`config.mk`:
```
export PLATFORM = sky130hd
export DESIGN_NAME = vigenere_deciph_stream
export DESIGN_NICKNAME = d
export VERILOG_FILES = /design/src/rtl/vigenere_deciph_stream.sv
export SDC_FILE = /design/constraint.sdc
export NUM_CORES = 1
export LEC_CHECK = 0
export BUFFER_PORTS_ARGS = -buffer_cell sky130_fd_sc_hd__buf_4
export CAP_MARGIN = 20
export CELL_PAD_IN_SITES_DETAIL_PLACEMENT = 0
export CELL_PAD_IN_SITES_GLOBAL_PLACEMENT = 1
export CORE_MARGIN = 8
export CORE_UTILIZATION = 35
export CTS_CLUSTER_SIZE = 12
export DETAILED_ROUTE_END_ITERATION = 7
export GPL_TIMING_DRIVEN = 0
export PLACE_DENSITY_LB_ADDON = 0.1
export SLEW_MARGIN = 20
export SYNTH_ARGS = -nofsm -noshare
export SYNTH_HDL_FRONTEND = slang
export SYNTH_SLANG_ARGS = --single-unit
```
`constraint.sdc`:
```
create_clock -name clk -period 5.75 [get_ports clk]
set_clock_uncertainty 0.1 [all_clocks]
set_input_delay 0.8625 -clock clk [delete_from_list [all_inputs] [get_ports clk]]
set_output_delay 0.8625 -clock clk [all_outputs]
set_load 0.01 [all_outputs]
```
`src/rtl/vigenere_deciph_stream.sv`:
```
// vigenere_deciph_stream: streaming vigenere decryption with programmable key table and framing
module vigenere_deciph_stream #(
  parameter int KEY_DEPTH = 16,
  parameter int DCNT_W = 8,
  localparam int AW = $clog2(KEY_DEPTH)
) (
  input  logic              clk,
  input  logic              rst,
  input  logic              key_wr,
  input  logic [AW-1:0]     key_waddr,
  input  logic [7:0]        key_wdata,
  input  logic [AW:0]       key_len,
  input  logic              ct_valid,
  output logic              ct_ready,
  input  logic [7:0]        ct_data,
  input  logic              ct_sof,
  input  logic              ct_eof,
  output logic              pt_valid,
  input  logic              pt_ready,
  output logic [7:0]        pt_data,
  output logic              pt_sof,
  output logic              pt_eof,
  output logic              cfg_err,
  output logic [DCNT_W-1:0] drop_cnt
);
  typedef enum logic {IDLE, RUN} state_t;
  state_t state, state_n;
  logic [4:0] key_mem [KEY_DEPTH];
  logic [AW-1:0] idx, cur_idx, nxt_idx;
  logic [AW:0] len_q, lat_len, cur_len;
  logic acc, proc, drop, is_lo, is_up, is_let;
  logic [4:0] k;
  logic [7:0] base, plain;
  logic [5:0] off, sum, d;
  always_comb begin
    ct_ready = !pt_valid || pt_ready;
    acc = ct_valid && ct_ready;
    proc = acc && (state == RUN || ct_sof);
    drop = acc && !proc;
    lat_len = (key_len == '0) ? (AW+1)'(1) : (key_len > (AW+1)'(KEY_DEPTH)) ? (AW+1)'(KEY_DEPTH) : key_len;
    cur_len = ct_sof ? lat_len : len_q;
    cur_idx = ct_sof ? '0 : idx;
    k = key_mem[cur_idx];
    is_lo = ct_data >= 8'h61 && ct_data <= 8'h7a;
    is_up = ct_data >= 8'h41 && ct_data <= 8'h5a;
    is_let = is_lo || is_up;
    base = is_lo ? 8'h61 : 8'h41;
    off = 6'(ct_data - base);
    sum = off + 6'd26 - {1'b0, k};
    d = (sum >= 6'd26) ? sum - 6'd26 : sum;
    plain = base + {2'b0, d};
    nxt_idx = !is_let ? cur_idx : ({1'b0, cur_idx} == cur_len - (AW+1)'(1)) ? '0 : cur_idx + AW'(1);
    state_n = proc ? (ct_eof ? IDLE : RUN) : state;
  end
  always_ff @(posedge clk)
    if (key_wr && state == IDLE) key_mem[key_waddr] <= 5'(key_wdata - 8'd1);
  always_ff @(posedge clk) begin
    if (rst) begin
      state <= IDLE;
      idx <= '0;
      len_q <= (AW+1)'(1);
      pt_valid <= 1'b0;
      pt_data <= '0;
      pt_sof <= 1'b0;
      pt_eof <= 1'b0;
      cfg_err <= 1'b0;
      drop_cnt <= '0;
    end else begin
      state <= state_n;
      if (proc) begin
        len_q <= cur_len;
        idx <= ct_eof ? '0 : nxt_idx;
        pt_valid <= 1'b1;
        pt_data <= is_let ? plain : ct_data;
        pt_sof <= ct_sof;
        pt_eof <= ct_eof;
      end else if (pt_ready) begin
        pt_valid <= 1'b0;
      end
      if (drop && drop_cnt != '1) drop_cnt <= drop_cnt + DCNT_W'(1);
      if (key_wr && state == RUN) cfg_err <= 1'b1;
    end
  end
endmodule

```
==> results.txt, run 1 <==
- H-tree level count: 3
* Vias in the first global route: 3852
* Share of synthesized area occupied by flip-flops and latches: a little under three fifths
- CTS root buffer: clkbuf_16
- Input and output buffers added on the ports amount to 48.
- Clock Latency Late Sink: roughly 0.36 ns
* Origin of the critical flop-to-flop path: idx[1]
* Primary FF master, synth: edfxtp_1
* Synth Register Bits: 110
- The clock passes through at most 2 buffers.
- Number of setup violations in the final report: 0
- Main area contributors after synthesis: edfxtp_1 44%, dfxtp_1 11%, mux2i_1 5.2%
* Result of the run: finished clean
* Iteration-0 DRC count of the detailed router: around 250
- Synthesized netlist net count: between 500 and 600
- Clock tree synthesis inserted a total of 9 buffers.
- Cell taking the most area after synthesis: edfxtp_1
* Critical Path Fanout Max: 10
- P&R area growth vs syn: 18.2%
- The worst hold path begins at pt_data[6].
- Overall power consumption: 1.77 mW
- Initial core utilization: 35.7%
- Dividing the detail-routed via count by the number of cells gives 5.31.
- After the last flow step, the layout net total stands at 594.
- Final Cell Area: roughly 0.0064 mm²
- Pins over their slew limit: 0
- STA classifies the critical path startpoint as an input port.
- Total global routing track utilization: 14.2%
* Global route overflow: 0
- Hold WC Path Type: reg -> reg
* Share of layout cells above drive strength 1: 17.1%
- Portion of synthesized cell area occupied by the leading cell type: 44.2%
* Post-Place Cell Area: 0.00605 mm²
- Across the VDD grid, the largest voltage drop is 192 µV.
* Filler instances: 1446
* # clock sinks: 110
- Drt pass-1 iters: 5
* Kind of end point of the critical path: register
- Max-cap violations in this run came to 0.
* Final ANT Viol Nets: 0
- From bottom edge to top edge, the die measures ~140 µm.
- Leaving out fill and tap cells, the most frequent cells in the layout are 80 x edfxtp_1, 60 x nor2_1, 49 x buf_4.
- The routed design has 13900 µm of wire.
* Fraction of the cycle the final worst path needs: between 90% and 100%
* TritonCTS clock tree: done
- Power spread over the standard cell area amounts to 275 mW/mm².
* Cells after synthesis: 488
- Worst slew slack as a fraction of its limit: 28.0%
- For the worst setup path, the data required time is around 5.9 ns.
- Hold violation total from the final report: 0
- Number of distinct library cells after synthesis: 54
* Unrepaired setup endpoints after global routing: no
- Largest net degree at the start of global routing: 21
* Total leakage power: 2.25 nW
* Post-synthesis instance area: about 0.0054 mm²
* Startpoint of the worst setup timing path: ct_sof
- HPWL after DPL: 10200 µm
* Worst Tran Pin Value: roughly 1.1 ns
- At the end of routability-driven placement, the weighted congestion stood at 0.803.
- After detailed routing, the average wire length per cell comes to 18.8 µm.
* Avg Synthesized Cell Area: 11.1 µm²
* Minimum clock period after layout: between 5 and 6 ns
* Kind of critical path: in -> reg
* Crit path DAT: 5.61 ns
- In the routed design, unresolved DRC markers number 0.
* CTS clk-pin slew, worst paths: 0.07 ns
- Antenna violations before repair: 0
- The final route contains 3917 vias.
- The first global-routing pass estimated 21500 µm of wire.
- After clock tree synthesis, the setup repair step added 0 buffers.
- Site Rows: 45
- Number of ports placed on the die boundary: 53
- The total area inside the core boundary comes to 0.0152 mm².
- Synthesis Warnings: 0
- Measured along the x axis, the die boundary spans 141 µm.
- The floorplan step defined a die boundary enclosing between 0.015 and 0.02 mm².
- The repair_antennas step left the layout with diodes totalling 0.
- The library cell used most frequently in the layout, excluding fill and tap cells, is edfxtp_1.
- Yosys mapped a number of flops with a built-in enable equal to 80.
- Static timing analysis puts the maximum clock frequency at around 180 MHz.
* Async SR Flop Fraction: 0%
==> logic make-up after synthesis <==
family	Yosys count	synth area share (%)
AO/OA/AOI/OAI	104	14.0
buffers and inverters	48	3.34
adder cells (fa/ha/maj)	17	4.19
flip-flops	110	55.3
AND/OR/NAND/NOR	152	12.8
multiplexers	34	6.40
XOR/XNOR	23	3.99
==> metrics by stage <==
stage	instances	utilization (%)	hold WS, ns	setup WS (ns)	TNS (ns)
4_1_cts	739	42.0	0.363	0.00665	0
6_report	738	42.2	0.360	0.298	0
3_3_place_gp	724	39.6	0.346	-0.962	-4.72
3_5_place_dp	724	39.8	0.352	-0.967	-4.83
2_1_floorplan	488	-	0.376	0.498	0
5_1_grt	738	42.2	0.390	0.0305	0
==> repair_timing <==
item / CTS / global route
gates resized for setup: 11 / 10
hold buffers: 0 / 0
endpoints found under the hold margin: 0 / 0
endpoints found under the setup margin: 7 / 5
==> layer usage <==
| metal | vias up | track usage [%] | wire [µm] |
|---|---|---|---|
| met1 | 1896 | 18.3 | 6460 |
| met4 | 0 | 3.51 | 155 |
| li1 | 1926 | - | - |
| met2 | 84 | 23.5 | 6680 |
| met3 | 11 | 3.68 | 584 |
| met5 | - | 0 | 0 |
==> path summary, 6_finish.rpt <==
check                                   to  slack, ns  depth (start not counted)
worst min-delay path            pt_data[6]       0.36                          2
worst max register to register  pt_data[4]       0.40                         20
worst min register to register  pt_data[6]       0.36                          2
worst max-delay path            pt_data[4]       0.30                         22
==> sequential cells by signal (all words and copies together), names as in the netlist <==
name	flops
cfg_err	1
key_mem	80
idx	4
pt_valid	1
pt_data	8
len_q	5
pt_sof	1
state	1
drop_cnt	8
pt_eof	1
==> power breakdown <==
| part | switching, mW | internal, mW |
|---|---|---|
| sequential | 0.00951 | 0.872 |
| clock | 0.305 | 0.348 |
| combinational | 0.139 | 0.0914 |
| total | 0.454 | 1.31 |
==> synth_stat cells (5+ instances only) <==
cell,instances
edfxtp_1,80
nor2_1,61
nand2_1,36
dfxtp_1,30
mux2i_1,28
inv_1,24
clkbuf_1,21
a21oi_1,19
nor3_1,16
ha_1,15
o21ai_0,15
xnor2_1,12
a211oi_1,11
xor2_1,9
a31oi_1,8
nor2b_1,7
a221oi_1,6
mux2_2,6
nand2b_1,6
nand4_1,5
o22ai_1,5
==> worst max-delay path: stages <==
cell      delay [ns]
buf_4           0.14
nor2b_1         0.11
clkbuf_1        0.29
buf_4           0.29
mux2i_1         0.21
a221oi_1        0.09
nor3_1          0.32
a31oi_1         0.09
ha_1            0.23
fa_1            0.47
inv_1           0.04
ha_1            0.22
fa_2            0.64
nand2_1         0.14
o211ai_1        0.17
mux2_2          0.23
xnor2_1         0.13
ha_1            0.18
inv_1           0.08
o31ai_1         0.25
o22ai_1         0.15
a31o_2          0.26
==> final cells by class <==
type	count	area, µm²	share of cell area (%)
timing repair buffer	48	360	5.61
buffer	22	91.3	1.42
tap	188	235	3.66
multi-input combinational	330	2320	36.2
inverter	24	90.1	1.40
clock inverter	7	87.6	1.36
sequential	110	3000	46.8
clock buffer	9	225	3.51
No activity file was read; power rests on OpenSTA's default activity.
==> run 2, diff against run 1 <==
--- a/config.mk
+++ b/config.mk
@@ -5,6 +5,7 @@
 export SDC_FILE = /design/constraint.sdc
 export NUM_CORES = 1
 export LEC_CHECK = 0
+export ABC_AREA = 1
 export BUFFER_PORTS_ARGS = -buffer_cell sky130_fd_sc_hd__buf_4
 export CAP_MARGIN = 20
 export CELL_PAD_IN_SITES_DETAIL_PLACEMENT = 0
@@ -15,6 +16,7 @@
 export DETAILED_ROUTE_END_ITERATION = 7
 export GPL_TIMING_DRIVEN = 0
 export PLACE_DENSITY_LB_ADDON = 0.1
+export REMOVE_ABC_BUFFERS = 1
 export SLEW_MARGIN = 20
 export SYNTH_ARGS = -nofsm -noshare
 export SYNTH_HDL_FRONTEND = slang
==> results.txt, run 2 <==
- Die Area: 0.0198 mm² (about the same)
- Worst min-delay path startpoint: pt_sof (was pt_data[6])
- Final non-filler cell total: 829 (was 738)
* Vias in the first global route: 4079 (was 3852)
- Overall die width: 141 µm (about the same)
- Unrepaired setup endpoints after global routing: no (unchanged)
- The cell with the most instances after synthesis was nand2_1 (was edfxtp_1).
* Post-cts hold buffer count: 0 (unchanged)
- The launch point of the worst reg-to-reg path was idx[0] (was idx[1]).
* Kind of critical path: in -> reg (unchanged)
- Worst Reg2Reg Path Length in Cells: 27 (was 20)
- Kind of end point of the critical path: register (unchanged)
- The flop and latch count out of synthesis came to 110 (unchanged).
- The kind of launch point of the worst setup path is an input port (unchanged).
* Post-layout net count: 686 (was 594)
- Required time at the worst-slack endpoint: 5.89 ns (was 5.91 ns)
* Met2 track demand over resource in global routing: 23.0% (was 23.5%)
- The total via count in the routed design was 4193 (was 3917).
- Initial core utilization: 35.8% (was 35.7%)
- The synthesized area came to 0.00545 mm² (was 0.00543 mm²).
- Synthesis Warnings: 0 (unchanged)
- The share of synthesized area occupied by flip-flops and latches came to 55.1% (was 55.3%).
* Global-route wire length before repair: 22100 µm (was 21500 µm)
- Max Buffers Root-to-Sink: 2 (unchanged)
- The number of endpoints failing setup at the final stage was 0 (unchanged).
- Critical Path Fanout Max: 12 (was 10)
- The detailed-route wire length was 13700 µm (was 13900 µm).
- Reg-to-reg slack, setup: 0.50 ns (was 0.40 ns)
- Die Height: 141 µm (about the same)
* Total core area: 0.0152 mm² (unchanged)
* Most common cell after layout, fill and taps aside: nand2_1 (was edfxtp_1)
* Worst-case setup margin in the final layout: 0.496 ns (was 0.298 ns)
- Minimum clock period after layout: 5.25 ns (was 5.45 ns)
- The number of library cell types mapped by synthesis came to 39 (was 54).
- The share of final-layout standard cells stronger than drive strength 1 came to 15.3% (was 17.1%).
* Final sum of negative setup slack: 0 ns (unchanged)
* Site Rows: 45 (unchanged)
* Remaining routing DRC violations: 0 (unchanged)
- The cell type contributing the most total cell area after synthesis was edfxtp_1 (unchanged).
- The initial detailed-routing violation count is 316 (was 252).
* Global routing's busiest layer: met2 (unchanged)
- The proportion of register bits with asynchronous set or reset after synthesis is 0% (unchanged).
- Compound-gate portion of the synthesized area: 11.8% (was 14.0%)
* CTS clk-pin slew, worst paths: 0.07 ns (about the same)
- Worst hold stages: 2 (unchanged)
- The normalized max-slew margin came to 42.7% (was 28.0%).
* Crit path DAT: 5.40 ns (was 5.61 ns)
- The mux contribution to synthesized area came to 0% (was 6.40%).
- Post-detailed-route wirelength per cell: 16.5 µm (was 18.8 µm)
- TritonCTS clock tree: done (unchanged)
* Total leakage power: 2.63 nW (was 2.25 nW)
- The total power came to 1.75 mW (was 1.77 mW).
* # clock sinks: 110 (unchanged)
- The number of detailed-route iterations in the first pass is 4 (was 5).
* Simple-gate area share of the yosys netlist: 20.1% (was 12.8%)
- Final ANT Viol Nets: 0 (unchanged)
- The number of antenna cells inserted came to 0 (unchanged).
- Clock buffer count from CTS: 9 (unchanged)
- Post-Synth XOR/XNOR Area: 1.61% (was 3.99%)
- Biggest registers after layout: key_mem x80, drop_cnt x8, pt_data x8 (unchanged).
* Largest family of logic cells by synthesized area: simple AND/OR/NAND/NOR gates (was compound AO/OA/AOI/OAI gates)
* Main area contributors after synthesis: edfxtp_1 44%, dfxtp_1 11%, nand2_1 7.7% (was edfxtp_1 44%, dfxtp_1 11%, mux2i_1 5.2%)
- Global route overflow: 0 (unchanged)
* Worst Tran Pin Value: 0.856 ns (was 1.08 ns)
* Highest-count cells in the layout ignoring fill and taps: 111 x nand2_1, 80 x edfxtp_1, 74 x inv_1 (was 80 x edfxtp_1, 60 x nor2_1, 49 x buf_4)
- The post-route clock period utilization was 91.4% (was 94.8%).
- Clock Latency Late Sink: 0.36 ns (about the same)
- Number of enable flip-flop cells after synthesis: 80 (unchanged)
- Max-cap viol count: 0 (unchanged)
- P&R area growth vs syn: 16.8% (was 18.2%)
* Number of ports placed on the die boundary: 53 (unchanged)
- The cell count after placement is 812 (was 724).
* Result of the run: finished clean (unchanged)
- Count of port buffers added during placement: 49 (was 48)
- The number of levels in the clock H-tree was 3 (unchanged).
- Post-place setup slack: -0.412 ns (was -0.967 ns)
- The synthesized area per cell is 9.16 µm² (was 11.1 µm²).
- The post-DP HPWL came to 9550 µm (was 10200 µm).
- Antenna violations before repair: 0 (unchanged)
* Commonest cells in the synthesized netlist: 112 x nand2_1, 80 x edfxtp_1, 75 x inv_1 (was 80 x edfxtp_1, 61 x nor2_1, 36 x nand2_1)
* Total global routing track utilization: 14.2% (about the same)
* Fmax: 190 MHz (was 183 MHz)
* Max reg flops: 80 (unchanged)
- Hold WC Path Type: reg -> reg (unchanged)
* Power density cells: 275 mW/mm² (about the same)
* Portion of synthesized cell area occupied by the leading cell type: 44.1% (was 44.2%)
- Met3 GRT Util: 3.44% (was 3.68%)
* Pins over their slew limit: 0 (unchanged)
* Maximum ir drop on the vdd rail: 176 µV (was 192 µV)
* Hold-critical path endpoint: pt_sof (was pt_data[6])
* Hold violation total from the final report: 0 (unchanged)
- The average via count per standard cell came to 5.06 (was 5.31).
- The most common flop cell mapped by yosys was edfxtp_1 (unchanged).
- The register name with the most flops is key_mem (unchanged).
* Largest net degree at the start of global routing: 42 (was 21)
* Final GP Congestion: 0.742 (was 0.803)
- The endpoint of the worst register-to-register path was pt_data[1] (was pt_data[4]).
* CTS root buffer: clkbuf_16 (unchanged)
- The adder-cell area share of the yosys netlist was 4.18% (was 4.19%).
- Met1 GRT Util: 18.8% (was 18.3%)
* Cells after synthesis: 595 (was 488)
==> run 2: changes by cell type after synthesis, moves of 10 or more <==
cell	before	now
nand3_1	4	44
inv_1	24	75
a21oi_1	19	60
a211oi_1	11	1
o21ai_0	15	27
nor2_1	61	51
mux2i_1	28	0
nand2_1	36	112
nor3_1	16	5
==> run 2: repair_timing <==
| action | in CTS | in global routing |
|---|---|---|
| setup endpoints to repair | 4 | 7 |
| buffers inserted | 0 | 2 |
| gates resized for setup | 2 | 2 |
| pin swaps | 0 | 1 |
==> run 2: metrics by stage <==
step / util, % / hold slack [ns] / instance area (µm²)
3_3_place_gp: 39.2 / 0.349 / 5960
6_report: 41.9 / 0.362 / 6360
3_5_place_dp: 39.8 / 0.357 / 6050
5_1_grt: 41.9 / 0.401 / 6360
4_1_cts: 41.8 / 0.366 / 6350
2_1_floorplan: - / 0.336 / 5360
==> run 2: area by class of cell <==
cell class                      count  area, µm²
Fill cell                        1546       8840
Inverter                           80        303
Clock buffer                       10        229
Multi-Input combinational cell    383       2090
Clock inverter                      5       66.3
Sequential cell                   110       3000
Tap cell                          188        235
Timing Repair Buffer               53        438
==> run 2: metal layers <==
layer | routed length (µm) | part of all wire, %
met2 | 6390 | 47
met1 | 6460 | 47
met3 | 671 | 4.9
met5 | 0 | 0
met4 | 138 | 1.0
==> run 2: worst max path at each step <==
| stage | from | end | slack, ns | cells past startpoint |
|---|---|---|---|---|
| after global placement | ct_sof | pt_data[1] | -1.98 | 25 |
| after detailed placement | ct_sof | pt_data[1] | -0.41 | 25 |
| final | ct_sof | pt_data[1] | 0.50 | 25 |
| after floorplan | ct_sof | pt_data[1] | 0.03 | 24 |
| after global routing | idx[0] | pt_data[4] | 0.03 | 27 |
| after CTS | ct_sof | pt_data[1] | 0.08 | 27 |
==> run 2: logic make-up (layout without fill, tap and decap cells) <==
kind of cell,count (synthesis),count (layout)
compound gates,113,113
xor+xnor,10,10
fa+ha+maj,17,17
flops,110,110
buf+inv,102,148
simple gates,243,243
==> run 2: critical path, stage by stage <==
cell and delay [ns]:
buf_4 0.16, nor2_2 0.58, inv_1 0.44, a21oi_1 0.24, a221oi_1 0.13, or2_1 0.25, inv_1 0.06, ha_1 0.15
fa_1 0.41, inv_1 0.07, ha_1 0.18, fa_1 0.46, inv_1 0.11, a21oi_1 0.06, inv_1 0.06, nor2_1 0.05
inv_1 0.21, nand2_4 0.09, nand2_1 0.06, nand2_1 0.08, ha_1 0.29, a21oi_1 0.13, o21ai_0 0.11, o211ai_1 0.11
inv_1 0.05
==> run 2: report_power, final <==
| group | internal (mW) | total, mW | switching, mW |
|---|---|---|---|
| sequential | 0.873 | 0.882 | 0.00826 |
| combinational | 0.0822 | 0.231 | 0.149 |
| clock | 0.342 | 0.636 | 0.293 |
